### src/rtl/io_uart_ctrl.sv
// UART slot controller: TX/RX FIFOs, programmable baud divisor, sticky errors.
// Optional even parity on both directions when UART_PARITY_EN is defined.
module uart_fifo #(
  parameter int AW = 4
) (
  input  logic          clk,
  input  logic          reset,
  input  logic          push,
  input  logic          pop,
  input  logic          flush,
  input  logic [7:0]    wdata,
  output logic [7:0]    rdata,
  output logic [AW:0]   count,
  output logic          empty,
  output logic          full
);
  logic [7:0]    mem [2**AW];
  logic [AW-1:0] wp, rp;
  logic          push_ok, pop_ok;

  assign empty   = (count == '0);
  assign full    = (count == (AW+1)'(2**AW));
  // simultaneous push/pop is always honoured, even at the full/empty edges
  assign pop_ok  = pop & (~empty | push);
  assign push_ok = push & (~full | pop);
  assign rdata   = mem[rp];

  always_ff @(posedge clk) begin
    if (reset || flush) begin
      wp    <= '0;
      rp    <= '0;
      count <= '0;
    end else begin
      if (push_ok) wp <= wp + 1'b1;
      if (pop_ok)  rp <= rp + 1'b1;
      count <= count + (AW+1)'(push_ok) - (AW+1)'(pop_ok);
    end
  end

  always_ff @(posedge clk)
    if (push_ok && !flush) mem[wp] <= wdata;
endmodule

module io_uart_ctrl #(
  parameter int DIV_RESET   = 868,
  parameter int FIFO_AW     = 4,
  parameter int SYNC_STAGES = 2
) (
  input  logic        clk,
  input  logic        reset,
  input  logic        we,
  input  logic [1:0]  reg_sel,
  input  logic        cs,
  input  logic [15:0] in,
  output logic [15:0] out,
  input  logic        rx,
  output logic        tx
);
  typedef enum logic [2:0] {S_IDLE, S_START, S_DATA, S_PAR, S_STOP} st_t;

  logic        wr, cmd;
  logic        tx_push, tx_pop, tx_flush, rx_pop, rx_flush, err_clr;
  logic [7:0]  tx_rdata, rx_rdata;
  logic [FIFO_AW:0] tx_count, rx_count;
  logic        tx_empty, tx_full, rx_empty, rx_full;
  logic [15:0] divisor;
  logic        ov, fe, pe;

  assign wr       = cs & we;
  assign cmd      = wr && reg_sel == 2'd1;
  assign tx_push  = wr && reg_sel == 2'd0;
  assign tx_flush = cmd & in[1];
  assign rx_pop   = cmd & in[0];
  assign rx_flush = cmd & in[2];
  assign err_clr  = cmd & in[3];

  always_ff @(posedge clk)
    if (reset) divisor <= 16'(DIV_RESET);
    else if (wr && reg_sel == 2'd2) divisor <= (in < 16'd2) ? 16'd2 : in;

  // ---------------- TX ----------------
  st_t         ts;
  logic [15:0] tdiv, tcnt;
  logic [2:0]  tbit;
  logic [7:0]  tsh;
  logic        tend, tx_busy;
`ifdef UART_PARITY_EN
  logic        tpar;
`endif

  assign tend    = (tcnt == tdiv - 16'd1);
  assign tx_busy = (ts != S_IDLE);
  // load the next byte straight from STOP so frames run back-to-back
  assign tx_pop  = !tx_empty && (ts == S_IDLE || (ts == S_STOP && tend));

  always_ff @(posedge clk) begin
    if (reset) begin
      ts   <= S_IDLE;
      tx   <= 1'b1;
      tdiv <= 16'd2;
      tcnt <= '0;
      tbit <= '0;
      tsh  <= '0;
`ifdef UART_PARITY_EN
      tpar <= 1'b0;
`endif
    end else if (tx_pop) begin
      ts   <= S_START;
      tx   <= 1'b0;
      tdiv <= divisor;
      tcnt <= '0;
      tsh  <= tx_rdata;
`ifdef UART_PARITY_EN
      tpar <= ^tx_rdata;
`endif
    end else if (ts == S_IDLE) begin
      tx <= 1'b1;
    end else if (!tend) begin
      tcnt <= tcnt + 16'd1;
    end else begin
      tcnt <= '0;
      case (ts)
        S_START: begin ts <= S_DATA; tx <= tsh[0]; tbit <= '0; end
        S_DATA:
          if (tbit == 3'd7) begin
`ifdef UART_PARITY_EN
            ts <= S_PAR; tx <= tpar;
`else
            ts <= S_STOP; tx <= 1'b1;
`endif
          end else begin
            tsh  <= tsh >> 1;
            tx   <= tsh[1];
            tbit <= tbit + 3'd1;
          end
        S_PAR:   begin ts <= S_STOP; tx <= 1'b1; end
        default: begin ts <= S_IDLE; tx <= 1'b1; end
      endcase
    end
  end

  // ---------------- RX ----------------
  logic [SYNC_STAGES-1:0] rsync;
  logic        rxs;
  st_t         rs;
  logic [15:0] rdiv, rcnt;
  logic [2:0]  rbit;
  logic [7:0]  rsh;
  logic        rpush, rfe, rpe;
`ifdef UART_PARITY_EN
  logic        rpar_bad;
`endif

  assign rxs = rsync[SYNC_STAGES-1];

  always_ff @(posedge clk) begin
    if (reset) begin
      rsync <= '1;
      rs    <= S_IDLE;
      rdiv  <= 16'd2;
      rcnt  <= '0;
      rbit  <= '0;
      rsh   <= '0;
      rpush <= 1'b0;
      rfe   <= 1'b0;
      rpe   <= 1'b0;
`ifdef UART_PARITY_EN
      rpar_bad <= 1'b0;
`endif
    end else begin
      rsync <= {rsync[SYNC_STAGES-2:0], rx};
      rpush <= 1'b0;
      rfe   <= 1'b0;
      rpe   <= 1'b0;
      case (rs)
        S_IDLE:
          if (!rxs) begin rs <= S_START; rcnt <= 16'd1; rdiv <= divisor; end
        S_START:
          if (rcnt == (rdiv >> 1)) begin
            rs   <= rxs ? S_IDLE : S_DATA;
            rcnt <= 16'd1;
            rbit <= '0;
          end else rcnt <= rcnt + 16'd1;
        default:
          if (rcnt != rdiv) rcnt <= rcnt + 16'd1;
          else begin
            rcnt <= 16'd1;
            case (rs)
              S_DATA: begin
                rsh <= {rxs, rsh[7:1]};
                rbit <= rbit + 3'd1;
`ifdef UART_PARITY_EN
                if (rbit == 3'd7) rs <= S_PAR;
`else
                if (rbit == 3'd7) rs <= S_STOP;
`endif
              end
`ifdef UART_PARITY_EN
              S_PAR: begin rpar_bad <= rxs ^ (^rsh); rs <= S_STOP; end
`endif
              default: begin
                rs    <= S_IDLE;
                rpush <= 1'b1;
                rfe   <= ~rxs;
`ifdef UART_PARITY_EN
                rpe   <= rpar_bad;
`endif
              end
            endcase
          end
      endcase
    end
  end

  uart_fifo #(.AW(FIFO_AW)) u_txf (
    .clk(clk), .reset(reset), .push(tx_push), .pop(tx_pop), .flush(tx_flush),
    .wdata(in[7:0]), .rdata(tx_rdata), .count(tx_count), .empty(tx_empty), .full(tx_full)
  );

  uart_fifo #(.AW(FIFO_AW)) u_rxf (
    .clk(clk), .reset(reset), .push(rpush), .pop(rx_pop), .flush(rx_flush),
    .wdata(rsh), .rdata(rx_rdata), .count(rx_count), .empty(rx_empty), .full(rx_full)
  );

  // set wins over clear
  always_ff @(posedge clk) begin
    if (reset) begin
      ov <= 1'b0;
      fe <= 1'b0;
    end else begin
      ov <= (ov & ~err_clr) | (rpush & rx_full & ~rx_pop & ~rx_flush);
      fe <= (fe & ~err_clr) | rfe;
    end
  end

`ifdef UART_PARITY_EN
  always_ff @(posedge clk)
    if (reset) pe <= 1'b0;
    else       pe <= (pe & ~err_clr) | rpe;
`else
  assign pe = 1'b0;
`endif

  always_comb begin
    out = '0;
    if (cs)
      case (reg_sel)
        2'd0: out = {7'b0, ~rx_empty, rx_rdata};
        2'd1: out = {8'b0, pe, fe, ov, tx_busy, tx_full, tx_empty, rx_full, ~rx_empty};
        2'd2: out = divisor;
        default: out = {8'(rx_count), 8'(tx_count)};
      endcase
  end
endmodule
### config.mk
export PLATFORM = sky130hd
export DESIGN_NAME = io_uart_ctrl
export DESIGN_NICKNAME = d
export VERILOG_FILES = /design/src/rtl/io_uart_ctrl.sv
export SDC_FILE = /design/constraint.sdc
export NUM_CORES = 1
export LEC_CHECK = 0
export CORE_ASPECT_RATIO = 0.8
export CORE_MARGIN = 2
export CORE_UTILIZATION = 30
export DETAILED_ROUTE_END_ITERATION = 8
export GPL_TIMING_DRIVEN = 0
export PLACE_DENSITY_LB_ADDON = 0.2
export SLEW_MARGIN = 20
export SYNTH_ARGS = -nofsm -noshare
export SYNTH_HDL_FRONTEND = slang
export SYNTH_SLANG_ARGS = --single-unit
### constraint.sdc
create_clock -name clk -period 4.9 [get_ports clk]
set_clock_uncertainty 0.05 [all_clocks]
set_input_delay 1.47 -clock clk [delete_from_list [all_inputs] [get_ports clk]]
set_output_delay 1.47 -clock clk [all_outputs]
set_load 0.01 [all_outputs]
### After elaboration in Yosys (flattened, before gate mapping)

Memory sizes are Yosys's and may differ from the RTL's. A register that Yosys moved wholly into a read port is not among the register bits.
Cells that the tools add are included.

| storage, ports and cells | value |
|---|---|
| register bits after elaboration | 141 |
| bits in writable memories | 256 |
| input port bits | 23 |
| output and inout bits | 17 |
| memories | 2 |

| operators by class | value |
|---|---|
| add/subtract/negate cells | 13 |
| order comparisons | 1 |
| eq/ne operators | 25 |
| muxes and demuxes | 45 |
| bitwise operators | 33 |
| reductions and logical operators | 36 |

Memories:

| name | words | width | read ports | clocked after memory_dff | wr ports | line | source |
|---|---|---|---|---|---|---|---|
| u_rxf.mem | 16 | 8 | 1 | 1 | 1 | 17 | `logic [7:0] mem [2**AW];` |
| u_txf.mem | 16 | 8 | 1 | 1 | 1 | 17 |  |

Operators with widths:

| cell | number |
|---|---|
| $mux W16 | 6 |
| $pmux W16 S3 | 1 |
| $mux W8 | 5 |
| $add A16 B1 Y16 const B | 2 |
| $pmux W16 S2 | 1 |
| $mux W3 | 10 |
| $pmux W3 S2 | 3 |
| $add A4 B1 Y4 const B | 4 |
| $eq A16 B15 Y1 | 1 |
| $eq A16 B16 Y1 | 1 |
| $lt A16 B2 Y1 const B | 1 |
| $mux W4 | 4 |
| $ne A16 B16 Y1 | 1 |
| $sub A16 B1 Y16 const B | 1 |
| $and A1 B1 Y1 | 14 |
| $not A1 Y1 | 13 |
| $mux W1 | 12 |
| $reduce_and A4 Y1 | 3 |
| $add A5 B1 Y5 | 2 |
| $eq A5 B5 Y1 const B | 2 |
| $logic_not A5 Y1 | 2 |
| $sub A5 B1 Y5 | 2 |
| $eq A3 B2 Y1 const B | 3 |
| $eq A3 B3 Y1 const B | 3 |
| other kinds (26) | 56 |

### Depth between registers and ports, before layout

Gate-level depths: netlist of the first run.

| depth | value |
|---|---|
| depth in word-level cells | 10 |
| mapped depth | 16 |

### Hierarchy

From an unflattened synthesis of the first run, not the netlist that was laid out.

| second synthesis, totals | value |
|---|---|
| cells, all modules | 1348 |
| area, all modules | 17679.5 µm² |

Modules (own cells, without submodules):

| module | times used | cells an instance | area each (µm²) |
|---|---|---|---|
| io_uart_ctrl | 1 | 728 | 6084.6 |
| uart_fifo (u_txf) | 1 | 311 | 5845.6 |
| uart_fifo (u_rxf) | 1 | 309 | 5749.3 |

### Least setup slack after synthesis of the first run

Ideal clock, no wire load.

| path | value |
|---|---|
| kind | register -> output |
| from | register (tool-made name) |
| to | output port out[5] |
| data arrival time | 3.026 ns |
| data required time | 3.380 ns |
| slack | 0.354 ns |
| stages on the path, launching flop included | 9 |
| cell sequence | dfxtp_1 -> clkbuf_1 -> buf_1 -> clkbuf_1 -> mux4_2 -> mux4_2 -> mux2i_1 -> o21ai_0 -> and2_1 |

RTL lines:

| item | line | source |
|---|---|---|
| end: declaration | 55 | `output logic [15:0] out,` |

==> results of run 1 <==
[per-stage QoR]
step | instance area, um^2 | instances | utilization, %
final | 20200 | 2171 | 35.62
after global routing | 20190 | 2169 | 35.61
after CTS | 20150 | 2169 | 35.54
after detailed placement | 18610 | 2085 | 32.82
after global placement | 18560 | 2081 | 32.72
after floorplan | 17220 | 1283 | -
[how the worst max path moves through the flow]
stage	depth (start not counted)	from	slack (ns)	end
after floorplan	8	flip-flop	0.35	out[5]
after global placement	9	cs	-1.15	u_rxf.mem[0][5]
after detailed placement	9	flip-flop	-0.85	out[5]
after CTS	6	reg_sel[1]	-0.009	out[6]
after global routing	7	flip-flop	0.006	out[1]
final	7	flip-flop	0.08	out[1]
[report_power, final]
part	leakage (nW)	total, mW	switching, mW	internal (mW)
sequential	3.55	3.84	0.114	3.73
combinational	2.68	1.42	0.812	0.606
clock	0.699	3.28	1.39	1.89
total	6.93	8.54	2.32	6.22
[placed cells by master (no fill, tap or decap), types with 12 or more instances in the layout]
cell / n
sky130_fd_sc_hd__a21oi_1: 75
sky130_fd_sc_hd__and3_1: 29
sky130_fd_sc_hd__clkbuf_1: 55
sky130_fd_sc_hd__clkbuf_16: 44
sky130_fd_sc_hd__clkdlybuf4s50_1: 30
sky130_fd_sc_hd__dfxtp_1: 148
sky130_fd_sc_hd__edfxtp_1: 256
sky130_fd_sc_hd__ha_1: 28
sky130_fd_sc_hd__inv_1: 22
sky130_fd_sc_hd__mux2i_1: 26
sky130_fd_sc_hd__mux4_2: 85
sky130_fd_sc_hd__nand2_1: 146
sky130_fd_sc_hd__nand2b_1: 12
sky130_fd_sc_hd__nand3_1: 20
sky130_fd_sc_hd__nand3b_1: 12
sky130_fd_sc_hd__nor2_1: 94
sky130_fd_sc_hd__nor2_2: 12
sky130_fd_sc_hd__nor3_1: 16
sky130_fd_sc_hd__nor4_1: 17
sky130_fd_sc_hd__o21ai_0: 15
sky130_fd_sc_hd__xnor2_1: 27
sky130_fd_sc_hd__xor2_1: 61
[layout make-up]
class	count	area, um^2	area share [%]
Antenna cell	2	5.005	0.02478
Buffer	68	354.1	1.753
Clock buffer	59	1197	5.928
Clock inverter	23	224.0	1.109
Inverter	22	82.58	0.4088
Multi-Input combinational cell	787	6260	30.99
Sequential cell	405	10670	52.85
Tap cell	760	950.9	4.708
Timing Repair Buffer	45	450.4	2.230
[state kept, by name, indices dropped and copies added, names as in the netlist, 2 cells and up, named ones only]
signal	count
rcnt	16
u_txf.wp	4
divisor	16
u_rxf.rp	4
tcnt	16
u_txf.count	5
u_rxf.count	5
tbit	3
rdiv	16
ts	3
u_rxf.wp	4
u_txf.rp	4
rbit	3
tsh	8
u_rxf.mem	128
rsh	8
tdiv	16
rs	3
u_txf.mem	128
rsync	2
[per-layer routing]
layer	wire length, um	vias to the layer above
li1	-	4937
met2	18590	185
met1	21060	5285
met3	2415	53
met4	662	2
met5	18	-
[what timing repair did]
action / in CTS / in global routing
endpoints found under the setup margin: 53 / 118
hold endpoints to repair: 0 / 0
setup buffers: 3 / 0
resized for setup: 46 / 17
[kinds of logic after synthesis]
kind of cell,Yosys count
AOI/OAI and AO/OA,132
xor gates and xnor gates,89
DFF,405
muxes,112
adders and majority gates,30
and+or+nand+nor,424
buffers and inverters,91
==> results summary, run 1 <==
The run finished with clean final reports. The worst hold path terminates at rsync[1]. The critical path goes through buf_12, buf_12, mux4_2, mux4_2, mux4_2, and2_1, dlygate4sd2_1. The stage delay of the slowest cell on the critical path is between 0.5 and 0.6 ns. The fraction of registers with async set or reset after synthesis is 0%. The portion of the post-synthesis area used by sequential elements came out at 61.95%. The kind of cell with the highest combined delay along the critical path is multiplexers. The total nets after synthesis came out at around 1300. By area, the combinational part of the netlist is dominated by multiplexers. The total number of H-tree levels came out at 2. Yosys mapped a number of flops with a built-in enable equal to approximately 260. Across every metal layer, demand over resource in global routing totals 14.57%. Port buffering added 38 buffers. The largest fanout on the critical path came out at 9.

The number of clock sinks seen by CTS is between 400 and 500. For this run, the leading register cell type out of synthesis is sky130_fd_sc_hd__edfxtp_1. For this run, design rule violations remaining after detail routing come to 0. The synthesized netlist devotes under 10% of its cell area to adder and majority cells.

The cell with the largest stage delay on the worst path is sky130_fd_sc_hd__mux4_2. The final-report max-slew violation count is 0. The die width is between 200 and 300 um. The worst pin sits at a relative slew slack of between 30% and 40%. The leading cell type by number of instances after synthesis is sky130_fd_sc_hd__edfxtp_1. The wire length per cell after detailed routing is between 15 and 20 um. The worst-margin pin slew came out at 1.004 ns. Among the stages of the critical path, the cell type that occurs most often is sky130_fd_sc_hd__mux4_2.

The TritonCTS clock tree is yes. The global placement routability congestion came out at roughly 0.81. The worst path buffer plus inverter count is 3.

The count of maximum capacitance violations came out at 0. Entering global routing, the biggest net connects 21 pins. For the finished layout, the period the worst path requires is 4.821 ns.

In the finished design, the share of the clock period the worst path needs comes to 98.39%. After synthesis, the most frequently instantiated cells are sky130_fd_sc_hd__edfxtp_1 (256), sky130_fd_sc_hd__dfxtp_1 (149), sky130_fd_sc_hd__nand2_1 (146). The number of cells traversed by the worst register-to-register path is 15. The area added between synthesis and finish is 17.27%. The post-route worst setup slack came out at about 0.079 ns. The count of vias placed by the detailed router is about 10000. The share of cell area taken by muxes after synthesis came out at about an eighth.

The register bit count reported by yosys came out at slightly above 400. Dividing total power by cell area gives a power density of between 400 and 500 mW/mm^2. The CTS clock-pin slew for the worst setup and hold paths is approximately 0.060 ns. In the final design database the tool counted roughly 1400 nets. The final total power came out at 8.535 mW. The critical path is of the reg -> out type. The endpoint type of the worst setup path is a primary output.

For this design the static power due to leakage is 6.926 nW. After detailed routing, the number of vias per cell comes to between 4 and 5. The initial antenna violation count is 5.

The floorplan step defined a core boundary enclosing 0.05670 mm^2. The wire length of the first global-routing pass came out at around 65 mm. Based on the critical path, the design can be clocked at up to between 200 and 250 MHz. The compound-cell area share of the yosys netlist came out at about 4.5%.

In the global route stage, met2 resource usage came out at a little over a fifth. The total wirelength of the detailed-routed design came out at 42.74 mm. Data on the critical path is required at its endpoint by about 3.4 ns. Ranked by total cell area, the synthesized netlist is headed by sky130_fd_sc_hd__edfxtp_1 (45%), sky130_fd_sc_hd__dfxtp_1 (17%), sky130_fd_sc_hd__mux4_2 (11%), sky130_fd_sc_hd__nand2_1 (3.2%), sky130_fd_sc_hd__xor2_1 (3.1%). Setup violations remaining at the end of the flow were counted as 0.

The number of instances on the worst hold path is 1. The die covers a little under 0.06 mm^2. After the first detailed-routing iteration, the DRC count stood at around 740. The cell type contributing the most total cell area after synthesis is sky130_fd_sc_hd__edfxtp_1. The buffer depth of the longest clock path is 3. The worst setup path is launched from a flip-flop.

The final hold violation count is 0. The remaining global-route overflow is 0. The distinct cell type count after synthesis is 60. The worst hold path begins at rsync[0]. Once the floorplan was initialized, standard cells occupied 30.38% of the core. The number of cell rows is between 70 and 80. In this run the worst hold path is classified as reg -> reg. The clock latency of the later-clocked register in the worst-skew pair came out at 0.58 ns. OpenSTA, run right after detailed placement, puts the worst setup slack at -0.8489 ns. The number of buffers inserted during clock tree synthesis came out at 44. Setup repair after global routing left no endpoint under its margin. The data arrival time of the critical path came out at approximately 3.3 ns. The busiest layer in global routing is met2. The filler cells instantiated in the layout total between 5000 and 6000. The xor and xnor area share after synthesis is under 10%.

The total standard cell area after synthesis is around 0.017 mm^2. The ratio of cells with drive above 1 in the final layout came out at 15.12%. The peak ir drop on the vdd network is 0.2200 mV.

The height of the die came out at around 220 um. Detailed placement ended at an HPWL of just over 30 mm. The setup slack of the worst register-to-register path is ~0.24 ns. The met3 usage is between 3 and 4%. Each instance of the synthesized netlist takes up on average about 13 um^2. In the final timing run, aggregate negative setup slack is 0 ns. In this run the clock root is driven by a sky130_fd_sc_hd__clkbuf_16. The met1 global-route usage is 21.04%. The reg-to-reg endpoint is u_txf.count[4]. The Yosys step of the flow raised 0 warnings. Synthesis produced a netlist whose cell count is 1283. The worst hold slack came out at around 0.35 ns. The worst register-to-register path begins at tdiv[2]. Once detail routing completed, the nets flagged for antenna violations numbered 0. The number of ports placed on the die boundary is 40. The hold buffer count at cts is 0. The number of global-route vias before repair came out at ~10000. The top-area cell type share of the netlist area is about 45%. The first-pass detailed-route iteration total came out at 5. The post-synthesis share of cell area spent on and, or, nand and nor gates is 11.91%.
Note: power is estimated with default switching activity, not from simulation.
==> inputs of run 2 (changes only) <==
--- a/config.mk
+++ b/config.mk
@@ -10,8 +10,6 @@
 export CORE_UTILIZATION = 30
 export DETAILED_ROUTE_END_ITERATION = 8
 export GPL_TIMING_DRIVEN = 0
-export PLACE_DENSITY_LB_ADDON = 0.2
-export SLEW_MARGIN = 20
 export SYNTH_ARGS = -nofsm -noshare
 export SYNTH_HDL_FRONTEND = slang
 export SYNTH_SLANG_ARGS = --single-unit
==> run 2 against run 1 <==
  * Clock-buffer cell count fell by 4
  * Worst hold slack gained 0.013 ns
  * Flip-flop and latch count stayed put
  * Routed wire length decreased by 3.7%
  * Cell count shrank 0.64%
  * Die area did not move
  * Highest routed layer unchanged
==> results summary, run 2 (synthesis gave the netlist of run 1 again) <==
The startpoint class of the critical path is an input pin. The buffer depth of the longest clock path is 3 (unchanged). The proportion of power drawn by the clock network came to 37.3% (-1.1 points). The largest fanout on the critical path came out at 10 (+1). The initial antenna violation count was 4 (-1). The wire length per cell after detailed routing came out at 19.08 um (-3.1%). The setup slack of the worst register-to-register path came to 0.40 ns (+0.16 ns). The hold buffer count at cts came out at 0 (unchanged). The run finished with clean final reports.

The total core area came out at 0.05670 mm^2 (unchanged). Setup repair after global routing left no endpoint under its margin. The end point of the worst hold path is rsync[1]. The number of global-route vias before repair was 10500 (+0.58%). The starting utilization of the core area came to 30.38% (unchanged).

The detailed-route vias per instance came out at 4.975 (+3.2%). Relative to the synthesized area, the layout overhead comes to 16.69%. The cell internal power dissipation was 6.101 mW (-1.9%). The power density over the cells came out at 416.2 mW/mm^2 (-1.5%). The leakage component of the power came out at 6.861 nW (-0.94%). The data arrival time of the critical path is 3.26 ns (-0.04 ns).

The count of maximum capacitance violations came out at 0 (unchanged). The worst slack at placement is -0.9510 ns (-0.1021 ns). The number of ports placed on the die boundary is 40 (unchanged). The peak clock frequency supported by timing came out at 209.3 MHz (+0.92%). The switching power summed over all nets is 2.264 mW (-2.2%). The number of buffers inserted by port buffering is 38 (unchanged). The number of failing setup endpoints in the final timing report is 0 (unchanged). The total wirelength of the detailed-routed design came to 41.17 mm (-3.7%). In the layout the commonest cells are sky130_fd_sc_hd__edfxtp_1 (256), sky130_fd_sc_hd__dfxtp_1 (148), sky130_fd_sc_hd__nand2_1 (146). The maximum number of pins on one net before global-route repair was 21 (unchanged). The CTS clock-pin slew for the worst setup and hold paths came out at 0.06 ns (about the same). The number of cell rows is 78 (unchanged).

Walking the worst path, the cells encountered are dlygate4sd2_1, clkbuf_2, nand2_1, nor2_2, clkdlybuf4s50_1. The number of instances on the worst hold path came out at 1 (unchanged). TritonCTS built the clock tree. The clock period minus final worst setup slack is 4.777 ns (-0.04418 ns).

The part of the power in combinational logic came out at 16.8% (+0.2 points). The count of vias placed by the detailed router is 10730 (+2.6%). The height of the die came out at 218.3 um (unchanged).

The stage delay of the slowest cell on the critical path came to 0.61 ns (+0.09 ns). The switching portion of total power came out at 27.06% (-0.067 points). The number of clock sinks seen by CTS came to 405 (unchanged).

The post-detailed-route count of antenna-violating nets came out at 0 (unchanged). The slowest stage of the critical path belongs to the cell sky130_fd_sc_hd__clkdlybuf4s50_1. The final-stage net count is 1418 (-0.56%). The first-pass detailed-route iteration total came out at 5 (unchanged). The die width is 271.9 um (unchanged). The area enclosed by the die boundary came to 0.05936 mm^2 (unchanged).

The number of cells traversed by the worst register-to-register path is 15 (unchanged). The peak ir drop on the vdd network came out at 0.2492 mV (+13%). The largest registers in the layout are u_rxf.mem: 128 flops, u_txf.mem: 128 flops. The overall track demand over capacity in global routing is 13.80% (-0.78 points). The headroom to the max-slew limit is 35.73% (+2.7 points). The worst hold path begins at rsync[0].

The remaining global-route overflow came out at 0 (unchanged). The endpoint identified for the worst register-to-register timing path is u_txf.count[4]. By startpoint and endpoint, the worst setup path is classified as in -> out. The worst-margin pin slew was 0.9641 ns (-0.04035 ns). STA classifies the critical path endpoint as a primary output. In this run the critical register-to-register path is launched from tdiv[2].

The post-detailed-route DRC marker count came out at 0 (unchanged). The number of inserted filler cells in the final layout is 5413 (-1.4%). The root buffer cell chosen for the clock tree is sky130_fd_sc_hd__clkbuf_16. The final total power is 8.365 mW (-2.0%).

The number of DRC markers after the initial detailed-route iteration was 883 (+19%). The post-route worst setup slack is 0.1229 ns (+0.04418 ns). The worst hold path belongs to the class reg -> reg. The clock latency of the later-clocked register in the worst-skew pair was 0.57 ns (about the same). The wire length of the first global-routing pass is 63.09 mm (-3.4%).

The global placement routability congestion is 0.8480 (+5.1%). The ratio of cells with drive above 1 in the final layout came out at 14.32% (-0.80 points). The number of buffers inserted during clock tree synthesis came to 40 (-9.1%). The endpoint required time on the critical path is 3.38 ns (about the same). The placed wire-length estimate is 29.09 mm (-4.0%). The number of inserted diodes was 0 (-2). The final-report max-slew violation count came out at 0 (unchanged). The period utilization is 97.49% (-0.90 points). The final hold violation count came out at 0 (unchanged). The proportion of power drawn by flip-flops and latches came out at 46.0% (+1.0 points).

The library cell used most frequently in the layout, excluding fill and tap cells, is sky130_fd_sc_hd__edfxtp_1. The total number of H-tree levels is 2 (unchanged).
==> run 2: power groups by stage <==
stage               combinational, mW  sequential, mW  clock [mW]
global route                     1.54            3.86        3.32
CTS                              1.41            3.84        3.19
detailed placement               1.39            3.91           0
global placement                 1.38            3.91           0
floorplan                        1.02            3.87           0
finish                           1.40            3.84        3.12
==> run 2: worst max-delay path by stage <==
stage / endpoint / cells after the start / start
2_1_floorplan: out[5] / 8 / flip-flop
3_3_place_gp: u_rxf.mem[3][7] / 9 / cs
3_5_place_dp: u_rxf.mem[1][7] / 9 / cs
4_1_cts: out[5] / 6 / reg_sel[1]
5_1_grt: u_rxf.mem[6][0] / 9 / we
6_report: out[11] / 5 / cs
==> run 2: routing by layer <==
metal	wire (um)	share of wire, %	vias to the layer above	global-route usage (%)
met5	23	0.056	-	0
met1	19920	48	5412	20.60
li1	-	-	4917	-
met2	17400	42	337	20.21
met4	771	1.9	4	3.315
met3	3046	7.4	61	3.088
==> run 2: final cells by class <==
class	instances	area, um^2	share of cell area [%]
multi-input cells	787	6286	31.28
repair buffers	41	407.9	2.030
inverters	22	82.58	0.4109
plain buffers	68	354.1	1.762
flip-flops and latches	405	10670	53.11
clock buffers	55	1107	5.510
clock inverters	19	235.2	1.170
well taps	760	950.9	4.731
==> run 2: critical path: cells and delay by family <==
family | cells | cell delay [ns]
AND/OR/NAND/NOR | 2 | 0.50
buffers and inverters | 3 | 1.27
==> run 2: what timing repair did <==
action,CTS,global route
hold endpoints to repair,0,0
buffers inserted,0,2
endpoints found under the setup margin,63,138
gates cloned,0,0
resized for setup,47,27
==> run 2: metrics by stage <==
step | utilization [%] | hold slack, ns | TNS (ns) | area, um^2 | instances
6_report | 35.45 | 0.3636 | 0 | 20100 | 2157
2_1_floorplan | - | 0.3395 | 0 | 17220 | 1283
4_1_cts | 35.27 | 0.3595 | -0.7389 | 20000 | 2154
3_3_place_gp | 32.72 | 0.3472 | -75.30 | 18560 | 2081
3_5_place_dp | 32.72 | 0.3545 | -84.20 | 18560 | 2081
5_1_grt | 35.45 | 0.3954 | 0 | 20100 | 2157
